$ cat config.mk
export PLATFORM = sky130hd
export DESIGN_NAME = pipe_control_unit
export DESIGN_NICKNAME = d
export VERILOG_FILES = /design/src/rtl/pipe_control_unit.sv
export SDC_FILE = /design/constraint.sdc
export NUM_CORES = 1
export LEC_CHECK = 0
export CAP_MARGIN = 15
export CORE_MARGIN = 3
export CORE_UTILIZATION = 25
export DETAILED_ROUTE_END_ITERATION = 10
export PLACE_DENSITY = 0.54
export RECOVER_POWER = 100
export REMOVE_ABC_BUFFERS = 1
export SYNTH_ARGS = -nofsm -noshare
export SYNTH_HDL_FRONTEND = slang
export SYNTH_SLANG_ARGS = --single-unit
$ cat constraint.sdc
create_clock -name clk -period 2.88 [get_ports clk]
set_clock_uncertainty 0.1 [all_clocks]
set_input_delay 0.576 -clock clk [delete_from_list [all_inputs] [get_ports clk]]
set_output_delay 0.576 -clock clk [all_outputs]
set_load 0.01 [all_outputs]
$ cat src/rtl/pipe_control_unit.sv
// Pipelined control unit: decodes the ID instruction into a control bundle and
// carries it through ID/EX, EX/MEM and MEM/WB, with load-use stall, branch flush and an illegal-opcode counter.
module pipe_control_unit #(
    parameter int ALUOP_W    = 3,
    parameter int REG_ADDR_W = 5,
    parameter int CNT_W      = 8,
    parameter int HAZARD_EN  = 1
) (
    input  logic                  clk,
    input  logic                  rst,
    input  logic                  id_valid,
    input  logic [5:0]            opcode,
    input  logic [5:0]            funct,
    input  logic [REG_ADDR_W-1:0] id_rs,
    input  logic [REG_ADDR_W-1:0] id_rt,
    input  logic                  branch_taken,
    output logic                  id_jump,
    output logic                  id_stall,
    output logic [ALUOP_W-1:0]    ex_alu_op,
    output logic                  ex_alu_src,
    output logic                  ex_reg_dest,
    output logic                  mem_read,
    output logic                  mem_write,
    output logic                  mem_beq,
    output logic                  wb_reg_write,
    output logic                  wb_mem_to_reg,
    output logic [CNT_W-1:0]      illegal_cnt
);

    typedef struct packed {
        logic       reg_write;
        logic       reg_dest;
        logic       alu_src;
        logic [2:0] alu_op;
        logic       mem_read;
        logic       mem_write;
        logic       mem_to_reg;
        logic       beq;
    } idex_t;

    // Later stages keep only the fields still consumed downstream.
    typedef struct packed {
        logic reg_write;
        logic mem_to_reg;
        logic mem_read;
        logic mem_write;
        logic beq;
    } exmem_t;

    typedef struct packed {
        logic reg_write;
        logic mem_to_reg;
    } memwb_t;

    idex_t                 dec;
    idex_t                 idex;
    exmem_t                exmem;
    memwb_t                memwb;
    logic [REG_ADDR_W-1:0] ex_rt;
    logic                  illegal;
    logic                  jump_dec;
    logic                  hazard;
    logic                  count_en;

    always_comb begin
        dec      = '0;
        illegal  = 1'b0;
        jump_dec = 1'b0;
        case (opcode)
            6'b000000: begin
                dec.reg_write = 1'b1;
                dec.reg_dest  = 1'b1;
                case (funct)
                    6'b100000: dec.alu_op = 3'b010;
                    6'b100010: dec.alu_op = 3'b110;
                    6'b100100: dec.alu_op = 3'b000;
                    6'b100101: dec.alu_op = 3'b001;
                    6'b101010: dec.alu_op = 3'b111;
                    default:   illegal    = 1'b1;
                endcase
            end
            6'b100011: begin
                dec.reg_write  = 1'b1;
                dec.alu_src    = 1'b1;
                dec.mem_read   = 1'b1;
                dec.mem_to_reg = 1'b1;
                dec.alu_op     = 3'b010;
            end
            6'b101011: begin
                dec.alu_src   = 1'b1;
                dec.mem_write = 1'b1;
                dec.alu_op    = 3'b010;
            end
            6'b000100: begin
                dec.beq    = 1'b1;
                dec.alu_op = 3'b110;
            end
            6'b001000: begin
                dec.reg_write = 1'b1;
                dec.alu_src   = 1'b1;
                dec.alu_op    = 3'b010;
            end
            6'b000010: jump_dec = 1'b1;
            default:   illegal  = 1'b1;
        endcase
        if (!id_valid || illegal) begin
            dec      = '0;
            jump_dec = 1'b0;
        end
    end

    always_comb begin
        hazard   = id_valid && idex.mem_read && (ex_rt != '0) &&
                   ((ex_rt == id_rs) || (ex_rt == id_rt));
        id_stall = (HAZARD_EN != 0) && hazard && !branch_taken;
        id_jump  = jump_dec && !branch_taken;
        count_en = id_valid && illegal && !id_stall && !branch_taken;
    end

    always_ff @(posedge clk) begin
        if (rst) begin
            idex        <= '0;
            exmem       <= '0;
            memwb       <= '0;
            ex_rt       <= '0;
            illegal_cnt <= '0;
        end else begin
            idex  <= (id_stall || branch_taken) ? '0 : dec;
            ex_rt <= id_rt;
            if (branch_taken) begin
                exmem <= '0;
            end else begin
                exmem.reg_write  <= idex.reg_write;
                exmem.mem_to_reg <= idex.mem_to_reg;
                exmem.mem_read   <= idex.mem_read;
                exmem.mem_write  <= idex.mem_write;
                exmem.beq        <= idex.beq;
            end
            memwb.reg_write  <= exmem.reg_write;
            memwb.mem_to_reg <= exmem.mem_to_reg;
            if (count_en && (illegal_cnt != '1)) begin
                illegal_cnt <= illegal_cnt + CNT_W'(1);
            end
        end
    end

    assign ex_alu_op     = ALUOP_W'(idex.alu_op);
    assign ex_alu_src    = idex.alu_src;
    assign ex_reg_dest   = idex.reg_dest;
    assign mem_read      = exmem.mem_read;
    assign mem_write     = exmem.mem_write;
    assign mem_beq       = exmem.beq;
    assign wb_reg_write  = memwb.reg_write;
    assign wb_mem_to_reg = memwb.mem_to_reg;

endmodule
== Word-level counts from Yosys, hierarchy flattened ==
Cells that the tools add are included.
Word-level totals
  register bits: 28
  input port bits: 26
  output and inout bits: 20
  word-level logic and storage cells: 64
Operators by class
  add/sub/neg operators: 1
  equal/unequal tests: 13
  muxes and demuxes: 12
  reduce and logical (&&, ||, !) cells: 23
Operators with widths (count)
  6-bit == test (second input constant): 7
  3-bit one-hot mux with 4 select lines: 1
  5-bit == test: 2
  5-bit OR reduction: 2
  1-bit logical AND: 9
  1-bit 2-to-1 mux: 9
  3-bit one-hot mux with 3 select lines: 1
  3-bit OR reduction: 3
  8-bit by 1-bit adder with 8-bit output (second input constant): 1
  8-bit != test (second input constant): 1
  6-bit by 2-bit == test with 1-bit output (second input constant): 1
  6-bit by 3-bit == test with 1-bit output (second input constant): 1
  6-bit by 4-bit == test with 1-bit output (second input constant): 1
  6-bit logical NOT: 1
  5-bit nonzero test: 1
  1-bit logical NOT: 3
  1-bit logical OR: 3
  1-bit one-hot mux with 2 select lines: 1
  2-bit OR reduction: 1

== Logic depth before layout (Yosys ltp) ==
  depth after elaboration: 8
  gate-level depth with buffers: 7
  depth with buffers taken out: 6

== Worst setup path after synthesis ==
No wires, ideal clock.
  path kind: input to register
  start point: input port opcode[3]
  end point: register idex, in the netlist ex_alu_src
  setup time: 0.079 ns
  arrival: 2.340 ns
  required time: 2.701 ns
  path slack: 0.361 ns
  cell stages on the path: 7
  path buffers: 2
  cells stage by stage: buf_6 maj3_2 o32a_1 a311o_1 or4_1 buf_4 a211oi_2
On the way
  longest elaborated chain between the ends: 5
  elaborated cells between the ends (all ways): 12
  classes of those cells: 5 x eq/ne; 2 x mux; 5 x reduce/logical
Ends and longest elaborated chain
  start: declaration: RTL line 12  | input logic [5:0] opcode,
  6-bit by 4-bit == test with 1-bit output, or another cell as far along: RTL line 69  | case (opcode)
  5-bit OR reduction (no source line)
  1-bit one-hot mux with 2 select lines: RTL line 69
  1-bit logical OR: RTL line 106  | if (!id_valid || illegal) begin
  3-bit OR reduction (no source line)
  end signal: assignment: RTL line 128  | idex <= (id_stall || branch_taken) ? '0 : dec;
  end: declaration: RTL line 56  | idex_t idex;
Parallel ways exist; a longest one is shown, timed or not.
A chain may end at the register's enable or synchronous reset.

== Final worst setup path ==
Same ends and word-level chain as after synthesis.

==> results by group <==
STA
  – Slew @ Worst Pin: 815 ps
  – Final Cycle Share: just under 100%
  – Final Hold Viols: 0
  – RSZ-0062 raised after global routing: false
  – Slew Limit Headroom: 45.7%
  – Final Slew Violations: 0
  – Peak Freq: 358 MHz
  – Fin crit period: around 2800 ps
  – Count of final setup violators: 0

Layout
  – Final Cell Area: 1980 sq um
  – Non-Filler Instances: around 280
  – Most frequent cells in the layout: dfxtp_1, clkdlybuf4s50_1, dlygate4sd3_1, buf_4, nor2b_1
  – Most common cell after layout, fill and taps aside: dfxtp_1
  – Max FFs per register: 8
  – Share of layout cells above drive strength 1: 12.5%
  – Final Core Density: 38.3%
  – Nets: 237
  – Layout area overhead: 46.6%
  – Fillcell total: 532
  – Reg with most FFs: illegal_cnt
  – Inserted Diodes: 0
  – Largest registers: illegal_cnt: 8 flops, ex_rt: 5 flops, idex: 4 flops

Worst hold path
  – Hold Path Class: register to register

Power and ir drop
  – Peak supply drop: 0.166 mV
  – Lkg Pwr: 0.793 nW
  – Sw Pwr: approximately 160 uW
  – Pint: 553 uW
  – Clock power share: 28.5%
  – Flop pwr share: 56.3%
  – Pwr per Cell Area: approximately 360 nW/um^2
  – Switching part of the total: 21.9%
  – Logic pwr share: 15.2%

Routing
  – Antenna-violating nets left: 0
  – TritonRoute pass-1 iters: 3
  – DR iter-0 viols: 42
  – Vias: roughly 1,200
  – Avg Vias per Cell: 4.28
  – Detailed-route DRC error count: 0
  – Wire per inst: 10.7 um
  – Post-Route WL: 2980 um

Die
  – Initial Util: between 20% and 30%
  – # rows: 26
  – DIE HEIGHT: 79.5 um
  – Die Width: approximately 80 um
  – Die area: 6320 sq um
  – Core area: 5170 sq um
  – IO Count: 46

Synth
  – YS warnings: 0
  – Syn Area/Cell: 9.07 sq um
  – Mapped Cells: ~150
  – Mapped Area: 1350 sq um
  – Unique masters post-synth: 40
  – Yosys reg bits: 28
  – Register area share after synthesis: between 40% and 50%

Clock tree
  – Clock slew seen by the registers of the worst setup and hold paths: 80 ps
  – Cts hold-fix bufs: 0
  – TritonCTS Buffers: 3
  – H-tree Lvls: 1
  – CTS Buffer Depth: 2
  – Cts repair resizes: 2
  – Post-CTS Setup Bufs: 0
  – # clock sinks: 28
  – CTS tree: yes
  – Worst skew pair latency: around 260 ps
  – Root Buffer: clkbuf_8

Placement
  – Placed cell count: 275
  – Placed Area: 1980 sq um
  – I/O Buffers: 45
  – Post-DP HPWL: between 2000 and 2500 um
  – Final GP Congestion: about 0.72

Global routing
  – Overall global routing resource usage: 9.59%
  – Initial antenna violation count: 0
  – Gr ovfl total: 0
  – Global-route wire length before repair: roughly 4900 um
  – Pin count of the biggest net entering global routing: 21
  – Vias in the first global route: between 1,000 and 1,500

Outcome
  – Outcome: complete, no violations

Run
  – Total of max-cap violations: 0

Setup path
  – CP Max Fanout: 9
  – Crit Path Class: input port to register
  – Crit path arrival time: 2880 ps
  – Startpoint Class: input port
  – Worst Setup End Kind: register
  – Critical Path RT: 2970 ps
==> power groups by stage <==
stage | logic [mW] | clock network, mW | registers (mW)
global route | 0.119 | 0.226 | 0.400
CTS | 0.113 | 0.216 | 0.399
finish | 0.108 | 0.202 | 0.398
floorplan | 0.0387 | 0 | 0.407
detailed placement | 0.112 | 0 | 0.408
global placement | 0.112 | 0 | 0.407
==> critical path: stages <==
cell and delay, ps:
clkdlybuf4s50_1 420, buf_4 170, maj3_2 300, o32a_1 290
a311o_1 350, or4_1 410, buf_4 180, a211oi_1 190
==> cells by family after synthesis <==
| logic type | after synthesis | synth area share, % |
|---|---|---|
| XOR/XNOR | 11 | 7.13 |
| flip-flops | 28 | 41.5 |
| AND/OR/NAND/NOR | 78 | 33.3 |
| AO/OA/AOI/OAI | 15 | 7.78 |
| multiplexers | 5 | 4.07 |
| buffers and inverters | 10 | 4.44 |
| adder cells (fa/ha/maj) | 2 | 1.76 |
==> final cells by class <==
type,count,area (sq um),area share [%]
inverter,2,7.51,0.379
sequential,28,561,28.3
clock buffer,3,41.3,2.08
multi-input combinational,111,704,35.6
timing repair buffer,64,579,29.2
tap,70,87.6,4.42
==> through the flow <==
| step | hold WS (ps) | worst slack, ps | setup TNS (ps) | total power [mW] |
|---|---|---|---|---|
| finish | 329 | 85.8 | 0 | 0.708 |
| CTS | 333 | 75.4 | 0 | 0.728 |
| detailed placement | 311 | -210 | -1810 | 0.520 |
| global route | 352 | 8.95 | 0 | 0.745 |
| floorplan | 306 | 411 | 0 | 0.446 |
| global placement | 307 | -242 | -1530 | 0.520 |
==> routing by layer <==
| metal | vias to the layer above | GRT usage [%] | routed length, um |
|---|---|---|---|
| li1 | 637 | - | - |
| met1 | 519 | 13.1 | 1490 |
| met2 | 33 | 15.2 | 1290 |
| met3 | 2 | 1.69 | 180 |
| met4 | 0 | 3.09 | 23 |
| met5 | - | 0 | 0 |
==> cell usage after synthesis, drive strengths merged <==
master / number / area share, %
dfxtp: 28 / 41
nor2b: 14 / 6.5
nor2: 13 / 3.6
nand2: 9 / 2.5
nor3: 9 / 4.1
nand3: 8 / 3.0
xor2: 7 / 4.5
a21oi: 5 / 1.9
buf: 5 / 3.1
and2: 4 / 1.9
mux2: 4 / 3.3
nor4: 4 / 2.3
xnor2: 4 / 2.6
and3: 3 / 1.4
clkbuf: 3 / 0.83
or4: 3 / 1.7
a31oi: 2 / 0.93
inv: 2 / 0.56
nand2b: 2 / 0.93
nand3b: 2 / 1.1
o211ai: 2 / 1.1
or2: 2 / 0.93
a211oi: 1 / 0.93
a311o: 1 / 0.74
ha: 1 / 0.93
maj3: 1 / 0.83
mux2i: 1 / 0.74
nor3b: 1 / 0.93
nor4b: 1 / 0.65
nor4bb: 1 / 0.74
o21a: 1 / 0.56
o21ai: 1 / 0.37
o31ai: 1 / 0.56
o32a: 1 / 0.74
or3: 1 / 0.46
or4b: 1 / 0.74
==> path summary, 6_finish.rpt <==
kind	to	depth (start not counted)	slack, ps	startpoint
setup / recovery	ex_alu_src$_SDFF_PP0_	8	90	opcode[3]
hold / removal	exmem[4]$_SDFF_PP0_	1	330	idex[9]$_SDFF_PP0_
setup reg to reg	ex_alu_src$_SDFF_PP0_	7	520	ex_rt[1]$_SDFF_PP0_
hold reg to reg	exmem[4]$_SDFF_PP0_	1	330	idex[9]$_SDFF_PP0_
(Power assumes the default switching activity.)
